## config.mk

```make
export PLATFORM = sky130hd
export DESIGN_NAME = uart_cmd_streamer
export DESIGN_NICKNAME = d
export VERILOG_FILES = /design/src/rtl/uart_cmd_streamer.sv
export SDC_FILE = /design/constraint.sdc
export NUM_CORES = 1
export LEC_CHECK = 0
export BUFFER_PORTS_ARGS = -buffer_cell sky130_fd_sc_hd__buf_2
export CAP_MARGIN = 20
export CORE_ASPECT_RATIO = 0.6
export CORE_MARGIN = 2
export CORE_UTILIZATION = 45
export CTS_CLUSTER_SIZE = 14
export DETAILED_ROUTE_END_ITERATION = 8
export PLACE_DENSITY = 0.69
export SYNTH_ARGS = -nofsm -noshare
export SYNTH_HDL_FRONTEND = slang
export SYNTH_SLANG_ARGS = --single-unit
export TNS_END_PERCENT = 20
```

## constraint.sdc

```tcl
create_clock -name clk -period 8.3 [get_ports clk]
set_clock_uncertainty 0.1 [all_clocks]
set_input_delay 2.49 -clock clk [delete_from_list [all_inputs] [get_ports clk]]
set_output_delay 2.49 -clock clk [all_outputs]
set_load 0.1 [all_outputs]
```

## src/rtl/uart_cmd_streamer.sv

```systemverilog
// Byte-side command controller for the UART: answers pings, loads the frame RAM from the
// host and dumps it back, pacing every transmitted byte with a minimum strobe gap.
module uart_cmd_streamer #(
  parameter int unsigned ADDR_W   = 12,
  parameter int unsigned DUMP_LEN = 4096,
  parameter int unsigned BYTE_GAP = 520
) (
  input  logic              clk,
  input  logic              rst_n,
  input  logic [7:0]        rx_data,
  input  logic              rx_valid,
  output logic [7:0]        tx_data,
  output logic              tx_strobe,
  output logic [ADDR_W-1:0] ram_addr,
  input  logic [7:0]        ram_rd_data,
  output logic              ram_wr_en,
  output logic [7:0]        ram_wr_data,
  output logic              busy
);

  localparam int unsigned       GapW     = (BYTE_GAP > 1) ? $clog2(BYTE_GAP) : 1;
  localparam logic [GapW-1:0]   GapLoad  = GapW'(BYTE_GAP - 1);
  localparam logic [ADDR_W-1:0] LastAddr = ADDR_W'(DUMP_LEN - 1);

  localparam logic [7:0] CmdPing   = 8'h50;
  localparam logic [7:0] CmdDump   = 8'h52;
  localparam logic [7:0] CmdLoad   = 8'h57;
  localparam logic [7:0] RplPing   = 8'h70;
  localparam logic [7:0] RplLoaded = 8'h77;
  localparam logic [7:0] RplError  = 8'h3F;

  localparam logic [2:0] StIdle     = 3'd0;
  localparam logic [2:0] StReply    = 3'd1;
  localparam logic [2:0] StLoad     = 3'd2;
  localparam logic [2:0] StDumpWait = 3'd3;
  localparam logic [2:0] StDumpSend = 3'd4;

  logic [2:0]        state_q, state_d;
  logic [7:0]        reply_q, reply_d;
  logic [7:0]        tx_data_q, tx_data_d;
  logic [ADDR_W-1:0] addr_q, addr_d;
  logic              wr_en_q, wr_en_d;
  logic [7:0]        wr_data_q, wr_data_d;
  logic [GapW-1:0]   gap_q, gap_d;
  logic              fire;
  logic [7:0]        tx_src;

  always_comb begin
    state_d   = state_q;
    reply_d   = reply_q;
    addr_d    = addr_q;
    wr_en_d   = 1'b0;
    wr_data_d = wr_data_q;
    fire      = 1'b0;
    tx_src    = reply_q;

    case (state_q)
      StIdle: begin
        if (rx_valid) begin
          addr_d = '0;
          case (rx_data)
            CmdPing: begin
              reply_d = RplPing;
              state_d = StReply;
            end
            CmdDump: state_d = StDumpWait;
            CmdLoad: state_d = StLoad;
            default: begin
              reply_d = RplError;
              state_d = StReply;
            end
          endcase
        end
      end
      StReply: begin
        if (gap_q == '0) begin
          fire    = 1'b1;
          state_d = StIdle;
        end
      end
      StLoad: begin
        // Address advances the cycle after each write so the write sees the old address.
        if (wr_en_q) begin
          if (addr_q == LastAddr) begin
            addr_d  = '0;
            reply_d = RplLoaded;
            state_d = StReply;
          end else begin
            addr_d = addr_q + ADDR_W'(1);
          end
        end
        if (rx_valid && (state_d == StLoad)) begin
          wr_en_d   = 1'b1;
          wr_data_d = rx_data;
        end
      end
      StDumpWait: state_d = StDumpSend;
      StDumpSend: begin
        if (gap_q == '0) begin
          fire   = 1'b1;
          tx_src = ram_rd_data;
          if (addr_q == LastAddr) begin
            addr_d  = '0;
            state_d = StIdle;
          end else begin
            addr_d  = addr_q + ADDR_W'(1);
            state_d = StDumpWait;
          end
        end
      end
      default: state_d = StIdle;
    endcase

    // Output byte is presented combinationally with the strobe, then held in tx_data_q.
    tx_data_d = fire ? tx_src : tx_data_q;
    if (fire) begin
      gap_d = GapLoad;
    end else if (gap_q != '0) begin
      gap_d = gap_q - GapW'(1);
    end else begin
      gap_d = gap_q;
    end
  end

  always_ff @(posedge clk or negedge rst_n) begin
    if (!rst_n) begin
      state_q   <= StIdle;
      reply_q   <= 8'h00;
      tx_data_q <= 8'h00;
      addr_q    <= '0;
      wr_en_q   <= 1'b0;
      wr_data_q <= 8'h00;
      gap_q     <= GapLoad;
    end else begin
      state_q   <= state_d;
      reply_q   <= reply_d;
      tx_data_q <= tx_data_d;
      addr_q    <= addr_d;
      wr_en_q   <= wr_en_d;
      wr_data_q <= wr_data_d;
      gap_q     <= gap_d;
    end
  end

  assign tx_strobe   = fire;
  assign tx_data     = tx_data_d;
  assign ram_addr    = addr_q;
  assign ram_wr_en   = wr_en_q;
  assign ram_wr_data = wr_data_q;
  assign busy        = (state_q != StIdle);

endmodule

```

==> parameters.txt <==
Parameter                              Value

Status
  Status ... complete, no violations

Clocking
  CTS Root Buffer Type ... sky130_fd_sc_hd__clkbuf_8
  Number of buffers inserted by post-CTS setup repair ... 0
  Maximum level of the CTS H-tree ... 2
  Clock buffer count from CTS ... 5
  Clock insertion delay at the later pin of the skew report ... 300 ps
  Maximum root-to-sink buffer count ... 2
  PostCTS Resize Cnt ... 0
  Number of clock sinks ... 46
  Number of buffers inserted by hold repair at cts ... 0
  Clk slew on worst S/H paths ... 80 ps
  TritonCTS clock tree ... done

Synthesis
  Synthesized area ... 2330 um2
  Fraction of registers with async set/reset ... 100%
  Number of enable-type register cells in the synthesized netlist ... 0
  Post-Synthesis Mean Instance Area ... 9.74 um2
  Number of instances in the synthesized netlist ... 239
  Most used flip-flop cell after synthesis ... sky130_fd_sc_hd__dfrtp_1
  Number of distinct library cells after synthesis ... 49
  Number of synthesized register bits ... 46
  Sequential cell area fraction in the yosys report ... 49.7%
  Net Count, Synth ... 260
  Synthesis Warnings ... 0

Floorplanning
  Total die area ... 5780 um2
  Placement row count ... 20
  Chip Width ... 96.8 um
  Total I/O pin count ... 50
  Die H ... 59.7 um
  Starting density of the core ... 46.3%
  Placeable core area ... 5030 um2

Timing
  Tightest Pin Transition ... 782 ps
  Final-report hold violation count ... 0
  Unrepaired setup endpoints after global routing ... no
  Minimum period implied by the final worst setup slack ... 5950 ps
  Maximum achievable frequency ... 168 MHz
  Final setup viols ... 0
  Setup TNS after final layout ... 0 ps
  Headroom to the max-slew limit ... 47.6%
  Period Utilization, post-route ... 71.7%
  Slew Viols, Final ... 0

Global routing
  Total global routing overflow ... 0
  First-pass GRT wire length ... 8470 um
  Number of antenna violations at the first check in global routing ... 0
  Global Route Usage Sum ... 18.4%
  Largest net degree at the start of global routing ... 47
  Number of global-route vias before repair ... 1714

Routing
  Count of routing violations after the opening detailed-route iteration ... 61
  Number of nets with antenna violations after routing ... 0
  Final WL ... 5140 um
  Avg Vias per Cell ... 5.54
  Vias ... 1976
  Average detailed-routed wire length per instance ... 14.4 um
  Detailed-routing iteration count for the pre-antenna-repair pass ... 4
  Remaining routing DRC violations ... 0

Power and ir drop
  Power density cells ... 178 nW/um2
  Static leakage power ... 1.26 nW
  Total power ... 0.491 mW
  Maximum vdd drop ... 121 uV

Setup path
  Required time at the worst-slack endpoint ... 5710 ps
  Arrival time at the worst endpoint ... 3360 ps
  Startpoint-to-endpoint class of the critical path ... in2out
  CP delay by family, top ... buffers and inverters
  Cell breakdown of the critical path ... buf_2 -> a21oi_1 -> o21ai_0 -> buf_2
  Critical path buffers and inverters ... 2
  Crit-path max FO ... 2
  Setup crit start kind ... input pin
  Worst setup EP type ... output port
  Slowest Stage Delay on Critical Path ... 480 ps
  Library cell contributing the largest single delay on the critical path ... sky130_fd_sc_hd__buf_2
  Most common cell on crit path ... sky130_fd_sc_hd__buf_2

Place
  Placed wire-length estimate ... 3610 um
  Buffers added on ports ... 49
  Dpl cells ... 347
  Final GP Congestion ... 0.797
  Cell area after placement ... 2630 um2

Cells and area
  Nets ... 311
  Non-filler instance count after layout ... 357
  Number of antenna cells inserted ... 0
  Cell area after layout ... 2760 um2
  Proportion of layout cells with a drive suffix above 1 ... 26.5%
  Area Growth Syn to Fin ... 18.4%

Run
  Max_cap viols ... 0

Min path
  Classification of the worst-slack hold path ... reg2reg
[logic make-up (layout without fill, tap and decap cells)]
kind of cell               after synthesis  count (layout)  share of synthesized area, %
AOI/OAI and AO/OA                       62              62                          17.2
xor gates and xnor gates                 6               6                          2.26
adders and majority gates                2               2                          1.08
buffers and inverters                   15              67                          2.58
DFF                                     46              46                          49.7
muxes                                   13              13                          6.02
and+or+nand+nor                         95              95                          21.2
[cells in the mapped netlist, types with 2 or more instances]
library cell | number | area (um2)
sky130_fd_sc_hd__mux2_2 | 8 | 90.1
sky130_fd_sc_hd__a21oi_1 | 11 | 55.1
sky130_fd_sc_hd__dfrtp_1 | 42 | 1050
sky130_fd_sc_hd__nor4_1 | 2 | 12.5
sky130_fd_sc_hd__nand2b_1 | 4 | 25.0
sky130_fd_sc_hd__buf_2 | 3 | 15.0
sky130_fd_sc_hd__o31ai_1 | 6 | 45.0
sky130_fd_sc_hd__nand3_1 | 10 | 50.1
sky130_fd_sc_hd__a211oi_1 | 2 | 15.0
sky130_fd_sc_hd__o21ai_0 | 26 | 130
sky130_fd_sc_hd__inv_1 | 8 | 30.0
sky130_fd_sc_hd__o22ai_1 | 2 | 12.5
sky130_fd_sc_hd__a22o_1 | 3 | 26.3
sky130_fd_sc_hd__nor2_1 | 20 | 75.1
sky130_fd_sc_hd__or4_1 | 3 | 22.5
sky130_fd_sc_hd__xor2_1 | 5 | 43.8
sky130_fd_sc_hd__dfstp_2 | 4 | 105
sky130_fd_sc_hd__nor3_1 | 7 | 35.0
sky130_fd_sc_hd__ha_1 | 2 | 25.0
sky130_fd_sc_hd__nand4_1 | 3 | 18.8
sky130_fd_sc_hd__clkbuf_1 | 4 | 15.0
sky130_fd_sc_hd__or3_1 | 2 | 12.5
sky130_fd_sc_hd__or2_2 | 2 | 12.5
sky130_fd_sc_hd__nand2_1 | 29 | 109
sky130_fd_sc_hd__and2_1 | 2 | 12.5
sky130_fd_sc_hd__nor4b_1 | 2 | 17.5
sky130_fd_sc_hd__mux2i_1 | 5 | 50.1
[worst paths after layout]
kind	start	to	slack [ps]	depth (start not counted)
min reg2reg	reply_q[5]	reply_q[5]	370	1
max in group asynchronous	rst_n	gap_q[0]	5510	2
min in group asynchronous	rst_n	gap_q[6]	2020	1
max	ram_rd_data[1]	tx_data[1]	2350	4
min	reply_q[5]	reply_q[5]	370	1
max reg2reg	gap_q[0]	ram_addr[2]	5450	7
[cell type report]
| type | count | area [um2] |
|---|---|---|
| fillers | 484 | 2270 |
| clock buffers | 7 | 76.3 |
| inverters | 8 | 30.0 |
| well taps | 66 | 82.6 |
| flip-flops and latches | 46 | 1160 |
| multi-input cells | 178 | 1110 |
| clock inverters | 1 | 30.0 |
| repair buffers | 51 | 270 |
[power breakdown]
part           switching, mW  internal, mW
clock network         0.0733        0.0901
registers            0.00765         0.233
logic                 0.0629        0.0236
[worst reg2reg max path, stage by stage, from the launching register on]
cell and delay, ps:
sky130_fd_sc_hd__dfstp_2 390, sky130_fd_sc_hd__inv_1 60, sky130_fd_sc_hd__ha_1 170, sky130_fd_sc_hd__or3b_2 560
sky130_fd_sc_hd__nor4_4 490, sky130_fd_sc_hd__o211ai_2 370, sky130_fd_sc_hd__or4b_1 580, sky130_fd_sc_hd__nand2_1 70
[sequential cells by signal, summed over array words and instances, names as in the netlist]
signal	count
reply_q	4
ram_addr	12
state_q	3
gap_q	10
ram_wr_data	8
tx_data_q	8
ram_wr_en	1
[layout by cell type, fill, tap and decap left out, types with 2 or more instances in the layout]
master                     synthesis  routed
sky130_fd_sc_hd__ha_1              2       2
sky130_fd_sc_hd__o31ai_1           6       6
sky130_fd_sc_hd__buf_2             3      49
sky130_fd_sc_hd__a21oi_1          11      11
sky130_fd_sc_hd__nor4b_1           2       2
sky130_fd_sc_hd__or3_1             2       2
sky130_fd_sc_hd__a211oi_1          2       2
sky130_fd_sc_hd__nand2b_1          4       4
sky130_fd_sc_hd__nor2_1           20      20
sky130_fd_sc_hd__clkbuf_1          4       2
sky130_fd_sc_hd__dfrtp_1          42      42
sky130_fd_sc_hd__or2_2             2       2
sky130_fd_sc_hd__nand3_1          10      10
sky130_fd_sc_hd__mux2_2            8       8
sky130_fd_sc_hd__mux2i_1           5       5
sky130_fd_sc_hd__nor3_1            7       7
sky130_fd_sc_hd__o22ai_1           2       2
sky130_fd_sc_hd__clkbuf_8          0       5
sky130_fd_sc_hd__dfstp_2           4       4
sky130_fd_sc_hd__inv_1             8       8
sky130_fd_sc_hd__nor4_1            2       2
sky130_fd_sc_hd__or4_1             3       3
sky130_fd_sc_hd__nand2_1          29      29
sky130_fd_sc_hd__nand4_1           3       3
sky130_fd_sc_hd__a22o_1            3       3
sky130_fd_sc_hd__and2_1            2       2
sky130_fd_sc_hd__xor2_1            5       5
sky130_fd_sc_hd__o21ai_0          26      26
[metal layers]
layer  wire length, um  vias to the layer above  track usage, %
met5                 0                        -               0
met4                29                        0            3.22
met3               306                        5            6.55
met2              2010                       52            24.1
met1              2780                      947            29.1
li1                  -                      972               -
[per-stage QoR]
step	hold slack (ps)	util [%]	setup slack (ps)
CTS	376	54.3	2360
global route	403	54.8	2210
global placement	344	52.2	2380
floorplan	330	-	1000
finish	373	54.8	2350
detailed placement	356	52.2	2360
Power figures use the tool's default switching activity.
